## src/rtl/mix_columns_seq.sv

```systemverilog
`default_nettype none
// ============================================================================
//  Module   : mix_columns_seq
//  Purpose  : Iterative AES MixColumns / InvMixColumns engine. A 128-bit
//             state is latched on an input handshake, COLS_PER_CYCLE columns
//             are mixed per clock, and the result is presented on an output
//             handshake until the downstream consumer takes it.
//  Optional : MIX_COLUMNS_SEQ_INV_EN
//             - defined  : inverse datapath built, inv selects the mode
//             - undefined: forward mode only, inv is ignored
//  Revision : 1.0 - initial release
// ----------------------------------------------------------------------------
//  Ports
//    clk        in   1    rising-edge clock
//    rst        in   1    asynchronous, active-high reset
//    in_valid   in   1    state_in / inv valid
//    in_ready   out  1    engine idle, able to take a state
//    inv        in   1    0 = MixColumns, 1 = InvMixColumns (sampled on accept)
//    state_in   in   128  column c = [32c+31:32c], row 0 in the top byte
//    out_valid  out  1    state_out holds a finished result
//    out_ready  in   1    downstream accepts state_out
//    state_out  out  128  mixed state, same packing as state_in
//    busy       out  1    engine is mixing or holding a result
// ============================================================================
module mix_columns_seq #(
  parameter int COLS_PER_CYCLE = 1
) (
  input  logic         clk,
  input  logic         rst,
  input  logic         in_valid,
  output logic         in_ready,
  input  logic         inv,
  input  logic [127:0] state_in,
  output logic         out_valid,
  input  logic         out_ready,
  output logic [127:0] state_out,
  output logic         busy
);

  // --------------------------------------------------------------------------
  // Parameter legality
  // --------------------------------------------------------------------------
  generate
    if (!(COLS_PER_CYCLE == 1 || COLS_PER_CYCLE == 2 || COLS_PER_CYCLE == 4)) begin : g_bad_cols
      $error("mix_columns_seq: COLS_PER_CYCLE must be 1, 2 or 4");
    end
  endgenerate

  localparam int STEPS = 4 / COLS_PER_CYCLE;
  localparam int CW    = (STEPS > 1) ? $clog2(STEPS) : 1;
  localparam logic [CW-1:0] LAST_STEP = CW'(STEPS - 1);

  // --------------------------------------------------------------------------
  // GF(2^8) helpers
  // --------------------------------------------------------------------------
  function automatic logic [7:0] xtime(input logic [7:0] x);
    return {x[6:0], 1'b0} ^ (x[7] ? 8'h1B : 8'h00);
  endfunction

  // Forward column: b_i = 2.a_i ^ 3.a_(i+1) ^ a_(i+2) ^ a_(i+3)
  function automatic logic [31:0] mix_col_fwd(input logic [31:0] col);
    logic [7:0] a [4];
    logic [7:0] b [4];
    a[0] = col[31:24];
    a[1] = col[23:16];
    a[2] = col[15:8];
    a[3] = col[7:0];
    for (int i = 0; i < 4; i++) begin
      b[i] = xtime(a[i]) ^ xtime(a[(i + 1) % 4]) ^ a[(i + 1) % 4]
           ^ a[(i + 2) % 4] ^ a[(i + 3) % 4];
    end
    return {b[0], b[1], b[2], b[3]};
  endfunction

`ifdef MIX_COLUMNS_SEQ_INV_EN
  // Inverse column: b_i = e.a_i ^ b.a_(i+1) ^ d.a_(i+2) ^ 9.a_(i+3)
  // The x2/x4/x8 multiples of each byte are shared by all four outputs.
  function automatic logic [31:0] mix_col_inv(input logic [31:0] col);
    logic [7:0] a  [4];
    logic [7:0] m2 [4];
    logic [7:0] m4 [4];
    logic [7:0] m8 [4];
    logic [7:0] b  [4];
    a[0] = col[31:24];
    a[1] = col[23:16];
    a[2] = col[15:8];
    a[3] = col[7:0];
    for (int i = 0; i < 4; i++) begin
      m2[i] = xtime(a[i]);
      m4[i] = xtime(m2[i]);
      m8[i] = xtime(m4[i]);
    end
    for (int i = 0; i < 4; i++) begin
      b[i] = (m8[i] ^ m4[i] ^ m2[i])                                 // 0e
           ^ (m8[(i + 1) % 4] ^ m2[(i + 1) % 4] ^ a[(i + 1) % 4])    // 0b
           ^ (m8[(i + 2) % 4] ^ m4[(i + 2) % 4] ^ a[(i + 2) % 4])    // 0d
           ^ (m8[(i + 3) % 4] ^ a[(i + 3) % 4]);                     // 09
    end
    return {b[0], b[1], b[2], b[3]};
  endfunction
`endif

  // --------------------------------------------------------------------------
  // State
  // --------------------------------------------------------------------------
  typedef enum logic [1:0] {
    S_IDLE = 2'd0,
    S_BUSY = 2'd1,
    S_DONE = 2'd2
  } state_t;

  state_t          state_q, state_d;
  logic [127:0]    work_q,  work_d;
  logic [CW-1:0]   cnt_q,   cnt_d;

`ifdef MIX_COLUMNS_SEQ_INV_EN
  logic            inv_q,   inv_d;
`else
  logic            unused_inv;
  assign unused_inv = inv;
`endif

  // --------------------------------------------------------------------------
  // Column mixers, one per lane. Lane l of step k works on column k*C+l.
  // --------------------------------------------------------------------------
  logic [1:0]  col_idx   [COLS_PER_CYCLE];
  logic [31:0] col_in    [COLS_PER_CYCLE];
  logic [31:0] mixed_col [COLS_PER_CYCLE];

  generate
    for (genvar l = 0; l < COLS_PER_CYCLE; l++) begin : g_mixer
      assign col_idx[l] = 2'(int'(cnt_q) * COLS_PER_CYCLE + l);
      assign col_in[l]  = work_q[{col_idx[l], 5'b00000} +: 32];
`ifdef MIX_COLUMNS_SEQ_INV_EN
      assign mixed_col[l] = inv_q ? mix_col_inv(col_in[l]) : mix_col_fwd(col_in[l]);
`else
      assign mixed_col[l] = mix_col_fwd(col_in[l]);
`endif
    end
  endgenerate

  // --------------------------------------------------------------------------
  // Next-state logic
  // --------------------------------------------------------------------------
  always_comb begin
    state_d = state_q;
    work_d  = work_q;
    cnt_d   = cnt_q;
`ifdef MIX_COLUMNS_SEQ_INV_EN
    inv_d   = inv_q;
`endif
    case (state_q)
      S_IDLE: begin
        if (in_valid) begin
          work_d  = state_in;
          cnt_d   = '0;
`ifdef MIX_COLUMNS_SEQ_INV_EN
          inv_d   = inv;
`endif
          state_d = S_BUSY;
        end
      end
      S_BUSY: begin
        for (int l = 0; l < COLS_PER_CYCLE; l++) begin
          work_d[{col_idx[l], 5'b00000} +: 32] = mixed_col[l];
        end
        if (cnt_q == LAST_STEP) begin
          cnt_d   = '0;
          state_d = S_DONE;
        end else begin
          cnt_d   = cnt_q + CW'(1);
        end
      end
      S_DONE: begin
        // Leaving DONE never accepts in the same cycle; in_ready is low here.
        if (out_ready) begin
          state_d = S_IDLE;
        end
      end
      default: begin
        state_d = S_IDLE;
      end
    endcase
  end

  // --------------------------------------------------------------------------
  // Registers
  // --------------------------------------------------------------------------
  always_ff @(posedge clk or posedge rst) begin
    if (rst) begin
      state_q <= S_IDLE;
      work_q  <= '0;
      cnt_q   <= '0;
`ifdef MIX_COLUMNS_SEQ_INV_EN
      inv_q   <= 1'b0;
`endif
    end else begin
      state_q <= state_d;
      work_q  <= work_d;
      cnt_q   <= cnt_d;
`ifdef MIX_COLUMNS_SEQ_INV_EN
      inv_q   <= inv_d;
`endif
    end
  end

  // --------------------------------------------------------------------------
  // Outputs, decoded from the registered state
  // --------------------------------------------------------------------------
  assign in_ready  = (state_q == S_IDLE);
  assign out_valid = (state_q == S_DONE);
  assign busy      = (state_q != S_IDLE);
  assign state_out = work_q;

endmodule
`default_nettype wire
```

## config.mk

```make
export PLATFORM = sky130hd
export DESIGN_NAME = mix_columns_seq
export DESIGN_NICKNAME = d
export VERILOG_FILES = /design/src/rtl/mix_columns_seq.sv
export SDC_FILE = /design/constraint.sdc
export NUM_CORES = 1
export LEC_CHECK = 0
export BUFFER_PORTS_ARGS = -buffer_cell sky130_fd_sc_hd__buf_2
export CAP_MARGIN = 20
export CORE_ASPECT_RATIO = 2
export CORE_UTILIZATION = 40
export CTS_CLUSTER_DIAMETER = 40
export CTS_CLUSTER_SIZE = 12
export DETAILED_ROUTE_END_ITERATION = 12
export MAX_ROUTING_LAYER = met4
export PLACE_DENSITY = 0.67
export SYNTH_ARGS = -nofsm -noshare
export SYNTH_HDL_FRONTEND = slang
export SYNTH_SLANG_ARGS = --single-unit
export TNS_END_PERCENT = 1
```

## constraint.sdc

```tcl
create_clock -name clk -period 4.2 [get_ports clk]
set_clock_uncertainty 0.05 [all_clocks]
set_input_delay 0.42 -clock clk [delete_from_list [all_inputs] [get_ports clk]]
set_output_delay 0.42 -clock clk [all_outputs]
set_load 0.02 [all_outputs]
```

==> impl_results.rst <==
.. list-table::
   :header-rows: 1

   * - Metric
     - Value
   * - Run status
     - complete, no violations
   * - CP required
     - between 4 and 5 ns
   * - Number of global-route vias before repair
     - between 7000 and 8000
   * - Worst path cell trace
     - buf_4, mux4_2, xnor3_1, xor3_1, o221ai_1
   * - Distinct cell type count after synthesis
     - 31
   * - Number of synthesized flops with an enable pin
     - 0
   * - Die width
     - between 100 and 150 um
   * - DRC viols
     - 0
   * - Clock latency reported for the late side of the worst-skew pair
     - 0.43 ns
   * - Area taken by multi-input logic gates
     - ~4400 sq um
   * - Final Hold Fails
     - 0
   * - Total half-perimeter wirelength after legalization and detailed placement
     - around 20 mm
   * - HP Class
     - primary input to async pin
   * - Post-synthesis instance total
     - a little over 700
   * - Seq/Total Area, Yosys
     - 41.35%
   * - Die Span Y
     - 201.9 um
   * - Max-slew violation count
     - 0
   * - Detailed-route via count
     - around 7000
   * - Kind of launch point of the worst setup path
     - register
   * - TritonCTS clock tree
     - done
   * - Mean area per synthesized cell
     - approximately 11 sq um
   * - Largest stage delay, worst path
     - ~0.86 ns
   * - Area of the mapped netlist
     - ~8000 sq um
   * - Starting density of the core
     - between 40% and 50%
   * - Post-CTS repair timing setup buffer count
     - 0
   * - Crit-path leading delay family
     - XOR/XNOR gates
   * - Core region area
     - around 19000 sq um
   * - Worst Setup Path Type
     - register to register
   * - Top cells by instance count after synthesis
     - 261 x sky130_fd_sc_hd__nand2_1, 132 x sky130_fd_sc_hd__dfrtp_1, 120 x sky130_fd_sc_hd__o221ai_1
   * - Setup repair after global routing missed its margin
     - false
   * - Weighted congestion at the end of routability-driven global placement
     - 0.8909
   * - Clock root buffer master
     - sky130_fd_sc_hd__clkbuf_16
   * - Number of buffers and inverters on the critical path
     - 1
   * - Number of ports placed on the die boundary
     - 264
   * - GRT Overall Usage
     - between 20% and 30%
   * - Transition time at the pin with the least slew margin
     - 0.9008 ns
   * - Maximum number of pins on one net before global-route repair
     - 72
   * - Worst slew margin relative to its limit
     - 39.95%
   * - Share of final-layout standard cells stronger than drive strength 1
     - a little under two fifths
   * - Highest clock frequency the design can meet
     - around 0.34 GHz
   * - Buffers on Ports
     - 262
   * - Number of DRC markers after the initial detailed-route iteration
     - a little over 500
   * - H-tree depth reported by CTS
     - 4
   * - Wire length of the first global-routing pass
     - about 43 mm
   * - Antenna Nets Post-Route
     - 0
   * - Total number of clock tree sinks
     - around 130
   * - Number of warning messages in the yosys log
     - 0
   * - Die area
     - 20580 sq um
   * - Number of setup violations in the final report
     - 0
   * - Standard-cell rows
     - just over 70
   * - Most common cell in the synthesized netlist
     - sky130_fd_sc_hd__nand2_1
   * - Number of buffers inserted during clock tree synthesis
     - 17
   * - DRT met1 WL
     - 9.936 mm
   * - Total Routed Length
     - 28.14 mm
   * - Area Overhead vs Synth
     - 26.09%
   * - Cell type with the largest total area after synthesis
     - sky130_fd_sc_hd__dfrtp_1
   * - Number of hold buffers added after cts
     - 0
   * - Ys flop type
     - sky130_fd_sc_hd__dfrtp_1
   * - Data arrival time of the worst path
     - 3.26 ns
   * - Shortest clock period the worst path allows after layout
     - ~3 ns
   * - Clock-pin slew on the worst setup and hold paths
     - around 0.06 ns
   * - Router iterations before antenna repair
     - 5
   * - Gr ovfl total
     - 0
   * - Highest routed metal layer
     - met4
   * - Max Fanout on Critical Path
     - 27
   * - Initial antenna violation count
     - 2
   * - Register bit total from synthesis
     - approximately 130
   * - Vias per cell
     - 5.763
   * - Met2 routed WL
     - approximately 16 mm
   * - Synth top area cells
     - sky130_fd_sc_hd__dfrtp_1 41%, sky130_fd_sc_hd__o221ai_1 13%, sky130_fd_sc_hd__nand2_1 12%, sky130_fd_sc_hd__mux4_2 9.0%, sky130_fd_sc_hd__xnor3_1 8.7%
   * - Total met3 wirelength after detailed routing
     - about 1.2 mm
   * - Clock buffer depth
     - 2
   * - Final-layout setup total negative slack
     - 0 ns
   * - Wire per inst
     - ~23 um
   * - Element type at the critical path end
     - register
   * - Post-Synthesis Net Count
     - roughly 860
   * - Post-cts resize count
     - 0
   * - Library cell contributing the largest single delay on the critical path
     - sky130_fd_sc_hd__dfrtp_2
   * - Count of maximum capacitance violations
     - 0
   * - Area of all sequential standard cells
     - ~3300 sq um
   * - Period utilisation layout
     - 70.94%
   * - Fraction of synthesis flops using an asynchronous set or reset pin
     - 100.0%
   * - Total number of nets in the final design
     - about 1100
   * - Fillers
     - between 1500 and 2000
   * - Area fraction of the dominant cell type after synthesis
     - 41.35%
   * - Flop2flop setup slack
     - 1.22 ns
[stage by stage]
stage / util (%) / setup slack, ns / cells / area [sq um] / hold WS, ns
3_5_place_dp: 48.78 / 1.266 / 1194 / 9492 / 0.4393
5_1_grt: 51.77 / 1.132 / 1225 / 10070 / 0.1002
3_3_place_gp: 48.78 / 1.301 / 1194 / 9492 / 0.4343
6_report: 51.77 / 1.221 / 1225 / 10070 / 0.02680
2_1_floorplan: - / 0.2040 / 724 / 7989 / 0.5417
4_1_cts: 51.74 / 1.235 / 1223 / 10070 / 0.07244
[sequential cells by signal (all words and copies together) (netlist names)]
| name | flops |
|---|---|
| cnt_q | 2 |
| state_q | 2 |
| state_out | 128 |
[cell usage in the layout, fill, tap and decap left out, types with 3 or more instances in the layout]
cell                        count
sky130_fd_sc_hd__buf_2        262
sky130_fd_sc_hd__nand2_1      261
sky130_fd_sc_hd__dfrtp_1      130
sky130_fd_sc_hd__o221ai_1     120
sky130_fd_sc_hd__mux4_2        32
sky130_fd_sc_hd__xnor3_1       31
sky130_fd_sc_hd__clkbuf_16     17
sky130_fd_sc_hd__buf_4         14
sky130_fd_sc_hd__xor2_1        12
sky130_fd_sc_hd__xnor2_1       10
sky130_fd_sc_hd__xor3_1         8
sky130_fd_sc_hd__o221ai_2       8
sky130_fd_sc_hd__xnor2_2        7
sky130_fd_sc_hd__xor2_2         5
sky130_fd_sc_hd__clkbuf_8       5
sky130_fd_sc_hd__inv_1          4
sky130_fd_sc_hd__a21o_2         4
sky130_fd_sc_hd__ha_1           4
sky130_fd_sc_hd__clkinv_2       3
[logic make-up (layout without fill, tap and decap cells)]
kind of cell | Yosys count | after routing | share of synthesized area [%]
and+or+nand+nor | 273 | 273 | 13.16
AOI/OAI and AO/OA | 137 | 137 | 15.51
DFF | 132 | 132 | 41.35
xor gates and xnor gates | 75 | 75 | 16.57
buffers and inverters | 71 | 311 | 3.774
muxes | 32 | 32 | 9.021
adders and majority gates | 4 | 4 | 0.6265
other | 0 | 2 | 0
[metal layers]
layer	global-route usage [%]	up-vias
met2	50.58	313
met3	3.838	72
met1	32.90	3538
met4	14.85	0
met5	-	-
li1	-	3137
[worst paths after layout]
path | start | end | cells past startpoint
max | cnt_q[1] | state_out[51] | 5
min | rst | state_out[0] | 2
max reg2reg | cnt_q[1] | state_out[51] | 5
min reg2reg | state_out[87] | state_out[87] | 2
max in group asynchronous | rst | state_out[15] | 3
min in group clk | state_in[75] | state_out[75] | 3
[area by class of cell]
type,instances,area share [%]
clock buffers,24,4.981
multi-input cells,521,43.70
clock inverters,5,0.7452
flip-flops and latches,132,32.82
repair buffers,277,14.26
diodes,2,0.04968
well taps,259,3.217
inverters,5,0.2360
Power is left out: the tool's default activity adds up to more than one toggle a clock period on the data nets, which glitch-free logic cannot reach.
